### config.mk
export PLATFORM = sky130hd
export DESIGN_NAME = led_fade_driver
export DESIGN_NICKNAME = d
export VERILOG_FILES = /design/src/rtl/led_pkg.sv /design/src/rtl/led_fade_channel.sv /design/src/rtl/led_fade_driver.sv
export SDC_FILE = /design/constraint.sdc
export NUM_CORES = 1
export LEC_CHECK = 0
export CORE_MARGIN = 8
export CORE_UTILIZATION = 45
export CTS_BUF_LIST = sky130_fd_sc_hd__clkbuf_16
export DETAILED_ROUTE_END_ITERATION = 12
export PLACE_DENSITY_LB_ADDON = 0.12
export SLEW_MARGIN = 30
export SYNTH_ARGS = -nofsm -noshare
export SYNTH_HDL_FRONTEND = slang
export SYNTH_HIERARCHICAL = 1
export SYNTH_SLANG_ARGS = --single-unit
### constraint.sdc
create_clock -name mclk -period 2.7 [get_ports mclk]
set_input_delay 0.54 -clock mclk [delete_from_list [all_inputs] [get_ports mclk]]
set_output_delay 0.54 -clock mclk [all_outputs]
set_load 0.005 [all_outputs]
### src/rtl/led_pkg.sv
// Shared constants and types for the LED fade output stage.
package led_pkg;
  localparam int N_LED    = 8;
  localparam int PWM_BITS = 8;
  localparam int LVL_MAX  = (1 << PWM_BITS) - 1;

  typedef logic [PWM_BITS-1:0] lvl_t;
endpackage

### src/rtl/led_fade_channel.sv
// One LED channel: saturating brightness level that ramps toward its target,
// plus the PWM compare that turns the level into a raw drive bit.
module led_fade_channel
  import led_pkg::*;
#(
  parameter int PWM_BITS  = led_pkg::PWM_BITS,
  parameter int FADE_STEP = 8
) (
  input  logic                mclk,
  input  logic                rst_n,
  input  logic                target,
  input  logic                fade_tick,
  input  logic                enable,
  input  logic [PWM_BITS-1:0] pwm_cnt,
  output logic                raw,
  output logic                at_target
);

  localparam logic [PWM_BITS:0]   LVL_MAX_W = {1'b0, {PWM_BITS{1'b1}}};
  localparam logic [PWM_BITS:0]   STEP_W    = (PWM_BITS + 1)'(FADE_STEP);
  localparam logic [PWM_BITS-1:0] LVL_FULL  = {PWM_BITS{1'b1}};

  logic [PWM_BITS-1:0] lvl_reg;
  logic [PWM_BITS-1:0] lvl_next;
  logic [PWM_BITS:0]   up_sum;
  logic [PWM_BITS:0]   dn_diff;

  // One extra bit of headroom lets overflow and borrow be detected and clamped.
  always_comb begin
    up_sum   = {1'b0, lvl_reg} + STEP_W;
    dn_diff  = {1'b0, lvl_reg} - STEP_W;
    lvl_next = lvl_reg;
    if (fade_tick && enable) begin
      if (target) begin
        lvl_next = (up_sum > LVL_MAX_W) ? LVL_FULL : up_sum[PWM_BITS-1:0];
      end else begin
        lvl_next = dn_diff[PWM_BITS] ? '0 : dn_diff[PWM_BITS-1:0];
      end
    end
  end

  always_ff @(posedge mclk or negedge rst_n) begin
    if (!rst_n) begin
      lvl_reg <= '0;
    end else begin
      lvl_reg <= lvl_next;
    end
  end

  // Full level forces the drive high so there is no dark cycle at pwm_cnt==max.
  always_comb begin
    raw       = (lvl_reg == LVL_FULL) || (pwm_cnt < lvl_reg);
    at_target = target ? (lvl_reg == LVL_FULL) : (lvl_reg == '0);
  end

endmodule

### src/rtl/led_fade_driver.sv
// LED output stage: captures the sequencer pattern, generates fade ticks and
// the shared PWM ramp, and registers the per-channel drive and busy flag.
module led_fade_driver
  import led_pkg::*;
#(
  parameter int N_LED     = led_pkg::N_LED,
  parameter int PWM_BITS  = led_pkg::PWM_BITS,
  parameter int STEP_DIV  = 4096,
  parameter int FADE_STEP = 8
) (
  input  logic             mclk,
  input  logic             rst_n,
  input  logic [N_LED-1:0] pat_in,
  input  logic             pat_valid,
  input  logic             enable,
  output logic [N_LED-1:0] led,
  output logic             busy
);

  localparam int TICK_W = (STEP_DIV > 1) ? $clog2(STEP_DIV) : 1;
  localparam logic [TICK_W-1:0] TICK_LAST = TICK_W'(STEP_DIV - 1);

  logic [N_LED-1:0]    target_reg;
  logic [TICK_W-1:0]   tick_cnt_reg;
  logic [PWM_BITS-1:0] pwm_cnt_reg;
  logic [N_LED-1:0]    led_reg;
  logic                busy_reg;
  logic                fade_tick;
  logic [N_LED-1:0]    raw_vec;
  logic [N_LED-1:0]    at_target_vec;

  assign fade_tick = enable && (tick_cnt_reg == TICK_LAST);

  // Channels see the pre-edge target, so a coincident pat_valid only affects later ticks.
  generate
    for (genvar gi = 0; gi < N_LED; gi++) begin : gen_ch
      led_fade_channel #(
        .PWM_BITS  (PWM_BITS),
        .FADE_STEP (FADE_STEP)
      ) u_ch (
        .mclk      (mclk),
        .rst_n     (rst_n),
        .target    (target_reg[gi]),
        .fade_tick (fade_tick),
        .enable    (enable),
        .pwm_cnt   (pwm_cnt_reg),
        .raw       (raw_vec[gi]),
        .at_target (at_target_vec[gi])
      );
    end
  endgenerate

  always_ff @(posedge mclk or negedge rst_n) begin
    if (!rst_n) begin
      target_reg   <= '0;
      tick_cnt_reg <= '0;
      pwm_cnt_reg  <= '0;
      led_reg      <= '0;
      busy_reg     <= 1'b0;
    end else if (enable) begin
      if (pat_valid) begin
        target_reg <= pat_in;
      end
      tick_cnt_reg <= (tick_cnt_reg == TICK_LAST) ? '0 : tick_cnt_reg + 1'b1;
      pwm_cnt_reg  <= pwm_cnt_reg + 1'b1;
      led_reg      <= raw_vec;
      busy_reg     <= |(~at_target_vec);
    end else begin
      led_reg <= '0;
    end
  end

  assign led  = led_reg;
  assign busy = busy_reg;

endmodule

## Word-level counts from Yosys, hierarchy flattened

Index checks and enable logic that the tools add are counted.

- Register bits after elaboration: 101
- Input port bits: 12
- Output and inout bits: 9
- Word-level logic and storage cells: 111

- $add $sub $neg: 18
- $lt $le $gt $ge: 16
- Equality and inequality tests: 9
- Mux-type cells: 34
- Bitwise logic cells: 1
- Reductions and logical operators: 20

Operators by type and width:

| cell | count |
|---|---|
| 8-bit two-way mux | 25 |
| 8-bit by 4-bit adder with 9-bit output, second input constant | 8 |
| 9-bit by 8-bit greater-than comparator with 1-bit output, second input constant | 8 |
| 8-bit by 4-bit subtractor with 9-bit output, second input constant | 8 |
| 8-bit equality test, second input constant | 8 |
| 8-bit zero test | 8 |
| 8-bit < comparator | 8 |
| 12-bit by 1-bit adder with 12-bit output, second input constant | 1 |
| 12-bit equality test, second input constant | 1 |
| 12-bit two-way mux | 1 |
| 8-bit by 1-bit adder with 8-bit output, second input constant | 1 |
| 1-bit logical OR | 8 |
| 1-bit two-way mux | 8 |
| 8-bit NOT | 1 |
| 8-bit OR reduction | 1 |
| 1-bit logical AND | 2 |
| 2-bit AND reduction | 1 |

## Longest topological paths before layout

- Word-level depth: 4
- Depth in mapped cells: 8
- Depth with buffers taken out: 8

## By module

Netlist, hierarchy kept.

By module, submodules not included:

| module | instances | cells an instance | area an instance (um2) | seq. area each (um2) |
|---|---|---|---|---|
| led_fade_channel | 8 | 89 | 730.7 | 150.1 |
| led_fade_driver | 1 | 125 | 1550.2 | 925.9 |

## Worst setup path after synthesis

Ideal clock, no wire load.

- Kind: register to register
- From: register tick_cnt_reg[0]
- To: register gen_ch[0].u_ch.lvl_reg[4]
- Setup time: 0.076 ns
- Arrival time: 2.198 ns
- Required time: 2.624 ns
- Path slack: 0.426 ns
- Stages on the path, launching flop included: 9
- Buffers on the path: 0
- Period minus slack after synthesis: 2.274 ns
- Cells stage by stage: dfrtp_1 > ha_1 > inv_1 > nor4_4 > and3_1 > nand2_1 > a221oi_1 > nand2_1 > o21ai_1

- Longest elaborated chain between the ends: 3

RTL lines:

| element | RTL line | RTL |
|---|---|---|
| start, declared | led_fade_driver.sv:24 | `logic [TICK_W-1:0] tick_cnt_reg;` |
| start signal, assigned | led_fade_driver.sv:64 | `tick_cnt_reg <= (tick_cnt_reg == TICK_LAST) ? '0 : tick_cnt_reg + 1'b1;` |
| 12-bit equality test | led_fade_driver.sv:32 | `assign fade_tick = enable && (tick_cnt_reg == TICK_LAST);` |
| 1-bit logical AND | led_fade_driver.sv:32 |  |
| net fade_tick | led_fade_driver.sv:28 | `logic fade_tick;` |
| 1-bit logical AND | led_fade_channel.sv:33 | `if (fade_tick && enable) begin` |
| end signal, assigned | led_fade_channel.sv:46 | `lvl_reg <= lvl_next;` |
| end, declared | led_fade_channel.sv:23 | `logic [PWM_BITS-1:0] lvl_reg;` |

The timed path passes the listed nets, and every way through them passes these cells.
A chain may end at the register's enable or synchronous reset.

## Worst setup path in the final report

- From: register tick_cnt_reg[0]
- To: register gen_ch[7].u_ch.lvl_reg[4]

- Longest elaborated chain between the ends: 3

RTL lines:

| element | RTL line |
|---|---|
| 12-bit equality test | led_fade_driver.sv:32 |
| 1-bit logical AND | led_fade_driver.sv:32 |
| net fade_tick | led_fade_driver.sv:28 |
| 1-bit logical AND | led_fade_channel.sv:33 |
| end signal, assigned | led_fade_channel.sv:46 |
| end, declared | led_fade_channel.sv:23 |

The timed path passes the listed nets, and every way through them passes these cells.

==> impl_metrics.prom <==
# TYPE chip_impl_metric gauge
chip_impl_metric{name="syn-mean-instance-area",unit="sq um"} 8.84
chip_impl_metric{name="worst_slew_pin_slew",unit="ns"} 0.593
chip_impl_metric{name="core",unit="sq um"} 16300
chip_impl_metric{name="via_per_inst",unit=""} 6.25
chip_impl_metric{name="globalRouteOverflowTotal",unit=""} 0
chip_impl_metric{name="firstDrtPassIters",unit=""} 6
chip_impl_metric{name="io_buffer_count",unit=""} 20
chip_impl_info{name="timing.critical_path.from_type",value="flip-flop"} 1
chip_impl_metric{name="antenna_cells_inserted",unit=""} 0
chip_impl_metric{name="synth_enable_flop_cells",unit=""} 0
chip_impl_metric{name="cts-buffers-inserted",unit=""} 9
chip_impl_metric{name="ant_nets",unit=""} 0
chip_impl_metric{name="crit_path_max_incr_delay",unit="ns"} 0.44
chip_impl_metric{name="dr_total_vias",unit=""} 6614
chip_impl_metric{name="max_clock_freq",unit="MHz"} 417
chip_impl_metric{name="fraction_of_final_layout_cells_sized_beyond_drive_strength_1",unit="%"} 9.79
chip_impl_metric{name="number_of_global_route_vias_before_repair",unit=""} 6278
chip_impl_metric{name="cellLeakagePower",unit="nW"} 3.23
chip_impl_metric{name="cp.buffers_inverters",unit=""} 2
chip_impl_metric{name="timing.final.hold_violations",unit=""} 0
chip_impl_info{name="grt_setup_unrepaired",value="false"} 1
chip_impl_metric{name="clk_latency",unit="ns"} 0.34
chip_impl_metric{name="layout_setup_ws",unit="ns"} 0.304
chip_impl_info{name="synth_common_cells",value="sky130_fd_sc_hd__dfrtp_1 (85), sky130_fd_sc_hd__ha_1 (82), sky130_fd_sc_hd__a21oi_1 (58), sky130_fd_sc_hd__nand2_1 (55), sky130_fd_sc_hd__inv_1 (51)"} 1
chip_impl_metric{name="cts.htree.levels",unit=""} 3
chip_impl_metric{name="routed_wire_length_per_instance",unit="microns"} 17.7
chip_impl_info{name="top_delay_family_on_crit_path",value="simple AND/OR/NAND/NOR gates"} 1
chip_impl_metric{name="synth_cells",unit=""} 837
chip_impl_metric{name="dieHeight",unit="microns"} 144
chip_impl_info{name="synth_top_cells_by_area",value="sky130_fd_sc_hd__dfrtp_1 (29%), sky130_fd_sc_hd__ha_1 (14%), sky130_fd_sc_hd__a21oi_1 (3.9%), sky130_fd_sc_hd__nand2_1 (2.8%), sky130_fd_sc_hd__nand4_1 (2.8%)"} 1
chip_impl_metric{name="floorplan.initialDensity",unit="%"} 45.2
chip_impl_metric{name="synth_sequential_area_ratio",unit="%"} 28.8
chip_impl_metric{name="place.detailed.hpwl",unit="mm"} 13.2
chip_impl_info{name="critical_path.cell_chain",value="ha_1, inv_1, nor4_4, and3_1, buf_12, nand2_1, a221oi_1, nand2_1, o21ai_1"} 1
chip_impl_metric{name="dr.first_iter.drc_count",unit=""} 399
chip_impl_metric{name="setup-violations-final",unit=""} 0
chip_impl_metric{name="cp.required",unit="ns"} 2.97
chip_impl_info{name="timing.setup.critical_path_class",value="flip-flop to flip-flop"} 1
chip_impl_metric{name="placedInstanceArea",unit="sq um"} 7700
chip_impl_metric{name="dieArea",unit="sq um"} 20800
chip_impl_metric{name="postLayoutCoreUtil",unit="%"} 49.0
chip_impl_info{name="yosys.cell_count.top_type",value="sky130_fd_sc_hd__dfrtp_1"} 1
chip_impl_info{name="yosys_most_used_dff",value="sky130_fd_sc_hd__dfrtp_1"} 1
chip_impl_metric{name="top_level_ports",unit=""} 21
chip_impl_metric{name="finalSetupTns",unit="ns"} 0
chip_impl_metric{name="layout.nets",unit=""} 927
chip_impl_metric{name="drc",unit=""} 0
chip_impl_metric{name="critical_path_peak_fanout",unit=""} 16
chip_impl_metric{name="cts-root-to-sink-buffers",unit=""} 2
chip_impl_metric{name="synth_largest_type_area_fraction",unit="%"} 28.8
chip_impl_metric{name="timing.final.max_slew_violations",unit=""} 0
chip_impl_metric{name="largest_net_degree_at_the_start_of_global_routing",unit=""} 55
chip_impl_metric{name="skew",unit="ns"} 0.00819
chip_impl_metric{name="worst_slew_margin_rel",unit="%"} 60.5
chip_impl_metric{name="post_cts_hold_buffer_count",unit=""} 0
chip_impl_info{name="crit_slowest_cell",value="sky130_fd_sc_hd__dfrtp_1"} 1
chip_impl_metric{name="cts_clock_pin_slew_for_the_worst_setup_and_hold_paths",unit="ns"} 0.07
chip_impl_metric{name="synth.net_count",unit=""} 931
chip_impl_metric{name="areaGrowthSynthToFinish",unit="%"} 8.26
chip_impl_metric{name="filler_cell_count",unit=""} 1557
chip_impl_info{name="cts-root-buf",value="sky130_fd_sc_hd__clkbuf_16"} 1
chip_impl_info{name="cpMostUsedCell",value="sky130_fd_sc_hd__nand2_1"} 1
chip_impl_metric{name="antenna_violations_before_repair",unit=""} 0
chip_impl_metric{name="area_of_all_placed_cells_without_fillers",unit="sq um"} 8010
chip_impl_metric{name="min_period_over_period",unit="%"} 88.7
chip_impl_info{name="run_status",value="finished clean"} 1
chip_impl_metric{name="grt_util_all_layers",unit="%"} 18.6
chip_impl_metric{name="final.min_clock_period",unit="ns"} 2.40
chip_impl_metric{name="max_cap_viol_count",unit=""} 0
chip_impl_metric{name="post-place-ws",unit="ns"} 0.0313
chip_impl_info{name="cts_tree",value="built"} 1
chip_impl_metric{name="cp.arrival",unit="ns"} 2.66
chip_impl_metric{name="grt_pass1_wl",unit="mm"} 31.4
chip_impl_info{name="min-delay-path-class",value="primary input to asynchronous set/reset pin"} 1
chip_impl_info{name="cp-end-kind",value="flip-flop"} 1
chip_impl_metric{name="finalWeightedCongestion",unit=""} 0.914
chip_impl_metric{name="async_flop_share",unit="%"} 100
chip_impl_metric{name="cts.repair.resized",unit=""} 0
chip_impl_metric{name="unique_cell_type_count_in_the_yosys_netlist",unit=""} 48
chip_impl_metric{name="cts.repair_timing.setup_buffer_count",unit=""} 0
chip_impl_metric{name="peakVddDrop",unit="mV"} 0.412
chip_impl_metric{name="drt-total-wl",unit="mm"} 18.7
chip_impl_metric{name="dieWidth",unit="microns"} 144
chip_impl_metric{name="syn-cell-area",unit="sq um"} 7400
chip_impl_metric{name="floorplan.rows",unit=""} 47
chip_impl_metric{name="largest_register_ffs",unit=""} 48
chip_impl_metric{name="power_density",unit="nW/um^2"} 495
chip_impl_metric{name="yosys_warnings",unit=""} 6
chip_impl_info{name="netlist.top_cell.by_area",value="sky130_fd_sc_hd__dfrtp_1"} 1
chip_impl_metric{name="clock_sink_count",unit=""} 85
chip_impl_metric{name="yosys_register_bits",unit=""} 85
==> through the flow <==
stage | hold WS (ns) | power (W) | cells
finish | 0.134 | 0.00396 | 1058
global route | 0.163 | 0.00422 | 1058
CTS | 0.142 | 0.00401 | 1058
detailed placement | 0.464 | 0.00267 | 1042
global placement | 0.458 | 0.00260 | 1042
floorplan | 0.244 | 0.00234 | 837
==> power breakdown <==
group          total (W)  switching (W)  leakage, nW  internal [W]
Clock            0.00132       0.000523        0.153      0.000798
Sequential       0.00177       0.000374        0.950       0.00139
Combinational   0.000872       0.000445         2.13      0.000427
==> layout by cell type, fill, tap and decap left out, types with 10 or more instances in the layout <==
master | Yosys | layout
sky130_fd_sc_hd__o21ai_0 | 18 | 18
sky130_fd_sc_hd__a22oi_1 | 16 | 16
sky130_fd_sc_hd__dfrtp_1 | 85 | 85
sky130_fd_sc_hd__nand2_1 | 55 | 55
sky130_fd_sc_hd__nor4_1 | 32 | 32
sky130_fd_sc_hd__nor3_1 | 17 | 17
sky130_fd_sc_hd__or3_1 | 10 | 10
sky130_fd_sc_hd__ha_1 | 82 | 82
sky130_fd_sc_hd__nand2b_1 | 24 | 24
sky130_fd_sc_hd__nand4_1 | 33 | 33
sky130_fd_sc_hd__nand3_1 | 19 | 19
sky130_fd_sc_hd__inv_2 | 16 | 16
sky130_fd_sc_hd__a31oi_1 | 11 | 11
sky130_fd_sc_hd__and2_1 | 16 | 16
sky130_fd_sc_hd__o211ai_1 | 16 | 16
sky130_fd_sc_hd__o21ai_1 | 17 | 17
sky130_fd_sc_hd__o22ai_1 | 16 | 16
sky130_fd_sc_hd__and3_1 | 18 | 18
sky130_fd_sc_hd__nor2_1 | 28 | 28
sky130_fd_sc_hd__inv_1 | 51 | 53
sky130_fd_sc_hd__a21oi_1 | 58 | 58
sky130_fd_sc_hd__clkdlybuf4s50_1 | 0 | 19
==> kinds of logic (layout without fill, tap and decap cells) <==
logic type	after synthesis	after routing	synth area share, %
AND/OR/NAND/NOR	281	281	22.3
AO/OA/AOI/OAI	245	245	23.8
buffers and inverters	112	113	7.05
flip-flops	85	85	28.8
adder cells (fa/ha/maj)	82	82	13.9
multiplexers	18	18	2.59
XOR/XNOR	14	14	1.66
==> layer usage <==
| metal | up-vias | part of all wire (%) | GRT usage (%) |
|---|---|---|---|
| met5 | - | 0 | 0 |
| met4 | 0 | 2.5 | 7.89 |
| met2 | 220 | 47 | 30.3 |
| li1 | 3188 | - | - |
| met3 | 28 | 5.0 | 2.21 |
| met1 | 3178 | 45 | 24.5 |
==> path summary, 6_finish.rpt <==
path / start / endpoint / slack, ns / depth (start not counted)
max in group asynchronous: rst_n / gen_ch[3].u_ch/lvl_reg[6] / 1.90 / 2
hold / removal: rst_n / tick_cnt_reg[3] / 0.13 / 1
setup / recovery: tick_cnt_reg[0] / gen_ch[7].u_ch/lvl_reg[4] / 0.30 / 9
hold reg to reg: tick_cnt_reg[8] / tick_cnt_reg[8] / 0.46 / 1
min in group mclk: tick_cnt_reg[8] / tick_cnt_reg[8] / 0.46 / 1
setup reg to reg: tick_cnt_reg[0] / gen_ch[7].u_ch/lvl_reg[4] / 0.30 / 9
==> final cells by class <==
type	instances	area (sq um)	share of cell area (%)
sequential	85	2130	26.6
timing repair buffer	30	298	3.72
multi-input combinational	640	4750	59.3
inverter	67	251	3.14
clock inverter	7	82.6	1.03
clock buffer	9	225	2.81
tap	220	275	3.44
Power figures use the tool's default switching activity.
